[config.mk]
export PLATFORM = sky130hd
export DESIGN_NAME = jtag_mm_cmd_master
export DESIGN_NICKNAME = d
export VERILOG_FILES = /design/src/rtl/jtag_mm_cmd_master.sv
export SDC_FILE = /design/constraint.sdc
export NUM_CORES = 1
export LEC_CHECK = 0
export BUFFER_PORTS_ARGS = -buffer_cell sky130_fd_sc_hd__buf_2
export CAP_MARGIN = 0
export CORE_UTILIZATION = 40
export DETAILED_ROUTE_END_ITERATION = 10
export PLACE_DENSITY = 0.63
export SLEW_MARGIN = 20
export SYNTH_ARGS = -nofsm -noshare
export SYNTH_HDL_FRONTEND = slang
export SYNTH_SLANG_ARGS = --single-unit
[constraint.sdc]
create_clock -name clk -period 4.65 [get_ports clk]
set_clock_uncertainty 0.2 [all_clocks]
set_input_delay 0.465 -clock clk [delete_from_list [all_inputs] [get_ports clk]]
set_output_delay 0.465 -clock clk [all_outputs]
set_load 0.1 [all_outputs]
[src/rtl/jtag_mm_cmd_master.sv]
// jtag_mm_cmd_master: byte-framed peek/poke command decoder and Avalon-MM
// master sitting between altera_jtag_fifo's rx/tx sides and the system bus.
module jtag_mm_cmd_master #(
   parameter int unsigned TIMEOUT_CYCLES = 65535,
   parameter logic [7:0]  ACK_BYTE       = 8'hA5,
   parameter logic [7:0]  NAK_BYTE       = 8'hEE
) (
   input  logic        clk,
   input  logic        rst,
   input  logic        rx_dataavailable,
   input  logic [7:0]  rx_readdata,
   output logic        tx_write,
   output logic [7:0]  tx_writedata,
   input  logic        tx_readyfordata,
   output logic [31:0] avm_address,
   output logic        avm_read,
   output logic        avm_write,
   output logic [31:0] avm_writedata,
   input  logic [31:0] avm_readdata,
   input  logic        avm_waitrequest,
   output logic        err_overrun,
   output logic        err_badcmd,
   output logic        err_timeout
);

   typedef enum logic [2:0] {
      S_IDLE,
      S_ADDR,
      S_WDATA,
      S_BUS,
      S_RESP
   } state_t;

   localparam logic [15:0] GAP_LAST = 16'(TIMEOUT_CYCLES - 1);

   state_t      state_q;
   state_t      state_d;
   logic        rx_valid;
   logic        is_write;
   logic [1:0]  byte_cnt;
   logic [31:0] addr_q;
   logic [31:0] wdata_q;
   logic [31:0] resp_q;
   logic [2:0]  resp_len;
   logic [15:0] gap_q;
   logic        tx_hold;
   logic        cmd_known;
   logic        in_frame;
   logic        last_byte;
   logic        timeout_hit;

   assign cmd_known   = (rx_readdata[7:1] == 7'd0);
   assign in_frame    = (state_q == S_ADDR) || (state_q == S_WDATA);
   assign last_byte   = rx_valid && (byte_cnt == 2'd3);
   // A byte landing on the expiry cycle wins over the timeout.
   assign timeout_hit = in_frame && !rx_valid && (gap_q == GAP_LAST);

   assign avm_address   = addr_q;
   assign avm_writedata = wdata_q;
   assign tx_writedata  = resp_q[31:24];

   always_ff @(posedge clk) begin
      if (rst) begin
         state_q <= S_IDLE;
      end else begin
         state_q <= state_d;
      end
   end

   always_comb begin
      state_d = state_q;
      unique case (state_q)
         S_IDLE: begin
            if (rx_valid) begin
               state_d = cmd_known ? S_ADDR : S_RESP;
            end
         end
         S_ADDR: begin
            unique case (1'b1)
               last_byte:   state_d = is_write ? S_WDATA : S_BUS;
               timeout_hit: state_d = S_IDLE;
               default:     state_d = S_ADDR;
            endcase
         end
         S_WDATA: begin
            unique case (1'b1)
               last_byte:   state_d = S_BUS;
               timeout_hit: state_d = S_IDLE;
               default:     state_d = S_WDATA;
            endcase
         end
         S_BUS: begin
            if (!avm_waitrequest) begin
               state_d = S_RESP;
            end
         end
         S_RESP: begin
            if (tx_write && (resp_len == 3'd1)) begin
               state_d = S_IDLE;
            end
         end
         default: state_d = S_IDLE;
      endcase
   end

   always_comb begin
      avm_read  = 1'b0;
      avm_write = 1'b0;
      tx_write  = 1'b0;
      unique case (state_q)
         S_BUS: begin
            avm_read  = !is_write;
            avm_write = is_write;
         end
         S_RESP:  tx_write = tx_readyfordata && !tx_hold;
         default: ;
      endcase
   end

   always_ff @(posedge clk) begin
      if (rst) begin
         rx_valid    <= 1'b0;
         is_write    <= 1'b0;
         byte_cnt    <= 2'd0;
         addr_q      <= '0;
         wdata_q     <= '0;
         resp_q      <= '0;
         resp_len    <= 3'd0;
         gap_q       <= '0;
         tx_hold     <= 1'b1;
         err_overrun <= 1'b0;
         err_badcmd  <= 1'b0;
         err_timeout <= 1'b0;
      end else begin
         rx_valid    <= rx_dataavailable;
         // FIFO full flag lags a write by one cycle, so always skip one.
         tx_hold     <= tx_write || (state_q != S_RESP);
         err_badcmd  <= 1'b0;
         err_timeout <= timeout_hit;
         err_overrun <= rx_valid &&
                        ((state_q == S_BUS) || (state_q == S_RESP));
         if (in_frame && !rx_valid) begin
            gap_q <= gap_q + 16'd1;
         end else begin
            gap_q <= '0;
         end
         unique case (state_q)
            S_IDLE: begin
               if (rx_valid) begin
                  byte_cnt <= 2'd0;
                  is_write <= rx_readdata[0];
                  if (!cmd_known) begin
                     resp_q     <= {NAK_BYTE, 24'h0};
                     resp_len   <= 3'd1;
                     err_badcmd <= 1'b1;
                  end
               end
            end
            S_ADDR: begin
               if (rx_valid) begin
                  addr_q   <= {addr_q[23:0], rx_readdata};
                  byte_cnt <= byte_cnt + 2'd1;
               end
            end
            S_WDATA: begin
               if (rx_valid) begin
                  wdata_q  <= {wdata_q[23:0], rx_readdata};
                  byte_cnt <= byte_cnt + 2'd1;
               end
            end
            S_BUS: begin
               if (!avm_waitrequest) begin
                  if (is_write) begin
                     resp_q   <= {ACK_BYTE, 24'h0};
                     resp_len <= 3'd1;
                  end else begin
                     resp_q   <= avm_readdata;
                     resp_len <= 3'd4;
                  end
               end
            end
            S_RESP: begin
               if (tx_write) begin
                  resp_q   <= {resp_q[23:0], 8'h00};
                  resp_len <= resp_len - 3'd1;
               end
            end
            default: ;
         endcase
      end
   end

endmodule

# == Yosys cells after proc, flatten, opt, wreduce, memory -nomap -nowiden ==
# Index checks and enable logic that the tools add are counted.
# W data, S select, Z words.
# word_totals
ff_bits,126
input_bits,45
out_inout_bits,78
elab_cells,85
# classes
eq_ne,14
bitwise,3
add_sub_neg,3
muxes,27
n_reduce_logical,25
# op_table
cell,n
$mux W32,5
$pmux W32 S3,1
$mux W3,9
$add A16 B1 Y16 const B,1
$eq A16 B16 Y1 const B,1
$pmux W3 S5,1
$pmux W2 S2,3
$ne A2 B2 Y1 const B,5
$pmux W3 S3,1
$logic_not A7 Y1,1
$eq A3 B1 Y1 const B,2
$eq A3 B2 Y1 const B,2
$logic_and A1 B1 Y1,6
$reduce_and A2 Y1,3
$reduce_and A3 Y1,2
$mux W1,5
$reduce_and A5 Y1,1
$mux W2,2
$reduce_or A2 Y1,2
$eq A3 B3 Y1 const B,1
$logic_not A1 Y1,3
$logic_not A3 Y1,1
$logic_or A1 B1 Y1,3
$ne A3 B3 Y1 const B,1
8 further kinds,10

# == Depth between registers and ports, before layout ==
# logic_depth
word_depth,6
depth_mapped,8
mapped_depth_nobuf,6

# == Worst setup path before layout ==
# No wires, ideal clock.
# synth_path
path_kind,register to output
from,register state_q[0]
to,output tx_write
t_required_ns,3.985
arrival_ns,2.325
path_slack_ns,1.660
stages_incl_launch_ff,5
cell_sequence,dfxtp_1 > buf_6 > or3b_1 > buf_2 > nor2_1
# synth_via
elab_chain_cells,2
# synth_rtl
item,line_no,text
start: declaration,36,state_t state_q;
start signal: assignment,66,state_q <= state_d;
$eq A3 B3 Y1,110,unique case (state_q)
$mux W1,110,
end: declaration,12,"output logic tx_write,"
# Every way passes these cells.

# == Final worst setup path ==
# layout_path
from,register state_q[1]
to,output avm_read
# layout_via
elab_chain_cells,2
# layout_rtl
item,line_no,text
$eq A3 B2 Y1,110,
$mux W1,110,
end: declaration,16,"output logic avm_read,"
# Every way passes these cells.

==> run summary <==
Dividing the synthesized area by the synthesized cell count gives 8.35 um2. The number of global-route vias before repair was 4240. The clock-pin slew of the registers on the worst-case setup and hold paths is 0.05 ns. The clock latency of the later-clocked register in the worst-skew pair came out at 0.42 ns. In this run, the number of DRC markers left after iteration 0 of detailed routing was 404. The max-slew violation total from the final report is 0. The cell with the biggest individual delay on the critical path is sky130_fd_sc_hd__dfxtp_1. The clock drives 126 sinks. Setup violations remaining at the end of the flow were counted as 0. After detailed routing, the number of vias per cell comes to 5.09. The routability congestion estimate is 0.851. The average routed wire per standard cell came out at 13.3 um. After synthesis the netlist holds a flip-flop and latch count of 126.

The worst hold path belongs to the class in -> reg. By count the netlist is led by sky130_fd_sc_hd__nand2_1, sky130_fd_sc_hd__dfxtp_1, sky130_fd_sc_hd__a21oi_1. The area growth from synthesis to layout is 21.4%. The switching share of power is 0.235. At the pin with the least slew margin, the transition time is 1.05 ns. The post-synthesis async set-or-reset flop share came out at 0. The maximum clock insertion buffer count is 2. The run finished with clean final reports. Entering global routing, the biggest net connects 80 pins.

The number of buffers inserted by port buffering is 122. The sum of net half-perimeters after detailed placement came out at 8230 um. The maximum vdd drop is 244 uV.

The post-synthesis sequential area ratio came out at 0.473. The global-route met2 utilization is 0.274. The number of distinct library cell variants in the gate-level netlist after synthesis came out at 53. sky130_fd_sc_hd__dfxtp_1 takes more of the synthesized area than any other cell.

For this run, the slowest stage of the critical path takes 0.66 ns. The die height is 118 um. The data arrival time of the critical path came out at 2.40 ns.

The signal on the critical path passes through nand3b_2 -> nand2b_4 -> clkinv_2 -> buf_2. The internal cell power came out at 1960 uW. On the final layout, the worst hold slack is 0.0691 ns.

In the global route stage, met1 resource usage came out at 0.235. STA classifies the critical path startpoint as a register. In this run the tightest slew margin relative to its limit is 0.298. The clock tree from TritonCTS is built.

The setup TNS after final layout came out at 0 ns. The minimum period implied by the final worst setup slack is 3.06 ns. In the post-synthesis netlist, the biggest area contributors are sky130_fd_sc_hd__dfxtp_1, sky130_fd_sc_hd__nand2_1, sky130_fd_sc_hd__a21oi_1. The number of detailed-routing iterations run before antenna repair is 4. The leakage power summed over all cells came out at 0.00261 uW.

The count of endpoints failing hold in the final timing report is 0. The multi-input combinational cells in the finished layout cover a total of 2500 um2. The proportion of power drawn by combinational gates came out at 0.071. The fraction of synthesized cell area taken by the top area cell type is 0.473. CTS built an H-tree with a depth of 4.

The overall overflow remaining after global route came out at 0. For this design the top-level I/O count stands at 123. The number of nets handed over by synthesis was 689. Among all cell types in the netlist, the one instantiated most often is sky130_fd_sc_hd__nand2_1.

Yosys mapped a number of flops with a built-in enable equal to 0. In this run, CTS created clock tree buffers numbering 17. The start-to-end type of the worst setup path is reg -> out. Setup repair after global routing left no endpoint under its margin. Of the available clock period, the critical path in the final layout requires 0.659. Synthesis produced a netlist whose cell count is 639. The count of buffers added by post-CTS timing repair for setup is 0.

Data on the critical path is required at its endpoint by 3.98 ns. In the global route stage, overall resource usage came out at 0.181. The total of fill cells in the finished design came out at 1199. The core region is 12800 um2. Together, buffers and inverters on the worst path number 2.

Max-cap violations in this run came to 0. The floorplan has 41 rows. The highest fanout seen on the critical path came out at 27. The sequential group share of total power came out at 0.430. The count of cells along the worst hold path came out at 2. Broken down by cell family, the worst path's largest delay share belongs to buffers and inverters. For this run, the post-layout net count is 781. The total power divided by cell area came out at 395 nW/um2. The cell area after synthesis is 5340 um2. The die outline area is 13800 um2.

Static timing analysis puts the maximum clock frequency at 326 MHz. The clock share of power came out at 0.499. The met3 demand-to-capacity share in global routing is 0.0606. The global routing stage identified its most utilized layer as met2. The hold buffer count at CTS came out at 0.

The worst setup path is captured at an output pin. The total DRC errors in the routed layout came out at 0. The ratio of cells with drive above 1 in the final layout came out at 0.228. The wire length reported by the detailed router is 12200 um. The depth of the most critical reg-to-reg path came out at 4.

0 antenna diodes ended up in the layout. Measured along the x axis, the die boundary spans 118 um. The sequential cell area came out at 2520 um2. The routed via count is 4662.

The yosys synthesis warning count is 0. The number of gates given a new drive strength after cts came out at 0. The tree is rooted in a sky130_fd_sc_hd__clkbuf_16. The initial core utilization is 0.416.

The number of antenna violations at the first check in global routing came out at 0. The global-route wire length before repair came out at 20100 um. The number of nets still failing antenna checks after routing came out at 0. The commonest register cell after synthesis is sky130_fd_sc_hd__dfxtp_1.

The power after layout is 2560 uW. The net switching power is 602 uW. Counting buffers and inverters, the worst setup path is 4 cells deep.
==> through the flow <==
step	setup slack (ns)	cells	cell area (um2)	util
after detailed placement	1.90	884	5900	0.460
final	1.59	916	6480	0.505
after global routing	1.43	916	6480	0.505
after CTS	1.58	916	6470	0.505
after global placement	1.95	884	5890	0.459
after floorplan	1.66	639	5340	-
==> power by group through the flow <==
stage	combinational (uW)	sequential, uW	clock, uW
floorplan	150	1120	0
CTS	182	1100	1300
global placement	179	1120	0
finish	181	1100	1280
detailed placement	181	1120	0
global route	193	1100	1360
==> final timing paths <==
kind / startpoint / endpoint / slack (ns)
setup / recovery: state_q[1]$_SDFFE_PP0P_ / avm_read / 1.59
hold / removal: rx_dataavailable / rx_valid$_SDFF_PP0_ / 0.07
setup reg to reg: state_q[1]$_SDFFE_PP0P_ / resp_q[11]$_SDFFE_PP0P_ / 2.03
hold reg to reg: avm_address[25]$_SDFFE_PP0P_ / avm_address[25]$_SDFFE_PP0P_ / 0.25
==> per-layer routing <==
metal	vias to the layer above	wire, um
met5	-	0
met4	0	189
met3	15	886
met2	136	5430
met1	2174	5680
li1	2337	-
==> worst reg2reg max path: cells and delay by family, from the launching register on <==
kind | cells | cell delay (ns)
AOI/OAI and AO/OA | 1 | 0.78
DFF | 1 | 0.66
and+or+nand+nor | 2 | 0.62
muxes | 1 | 0.29
==> final cells by class <==
type                    instances  share of cell area
flip-flops and latches        126               0.389
multi-input cells             451               0.385
clock inverters                11              0.0180
repair buffers                124              0.0966
clock buffers                  21              0.0711
well taps                     172              0.0332
inverters                      11             0.00657
==> registers in the layout, summed over array words and instances (netlist names), 2 cells and up <==
register / cells
avm_address: 32
avm_writedata: 32
resp_q: 32
gap_q: 16
resp_len: 3
state_q: 3
byte_cnt: 2
==> kinds of logic (layout without fill, tap and decap cells) <==
family                     Yosys count  in the layout  synth area share
and+or+nand+nor                    284            284             0.229
DFF                                126            126             0.473
AOI/OAI and AO/OA                  116            116             0.141
buffers and inverters               62            167            0.0626
muxes                               32             32            0.0600
xor gates and xnor gates            14             14            0.0230
adders and majority gates            5              5            0.0117
==> cells in the final DEF (no fill, tap or decap), types with 3 or more instances in the layout <==
master	instances
sky130_fd_sc_hd__a21oi_1	72
sky130_fd_sc_hd__a22o_1	17
sky130_fd_sc_hd__a31oi_1	3
sky130_fd_sc_hd__buf_2	122
sky130_fd_sc_hd__clkbuf_16	17
sky130_fd_sc_hd__clkinv_2	6
sky130_fd_sc_hd__clkinvlp_4	3
sky130_fd_sc_hd__dfxtp_1	126
sky130_fd_sc_hd__ha_1	5
sky130_fd_sc_hd__inv_1	9
sky130_fd_sc_hd__mux2i_1	32
sky130_fd_sc_hd__nand2_1	188
sky130_fd_sc_hd__nand2b_1	6
sky130_fd_sc_hd__nand3_1	16
sky130_fd_sc_hd__nand4_1	4
sky130_fd_sc_hd__nor2_1	38
sky130_fd_sc_hd__nor3_1	7
sky130_fd_sc_hd__nor4_1	6
sky130_fd_sc_hd__o21ai_0	4
sky130_fd_sc_hd__o221ai_1	3
sky130_fd_sc_hd__or3_1	4
sky130_fd_sc_hd__xnor2_1	12
No activity file was read; power rests on OpenSTA's default activity.
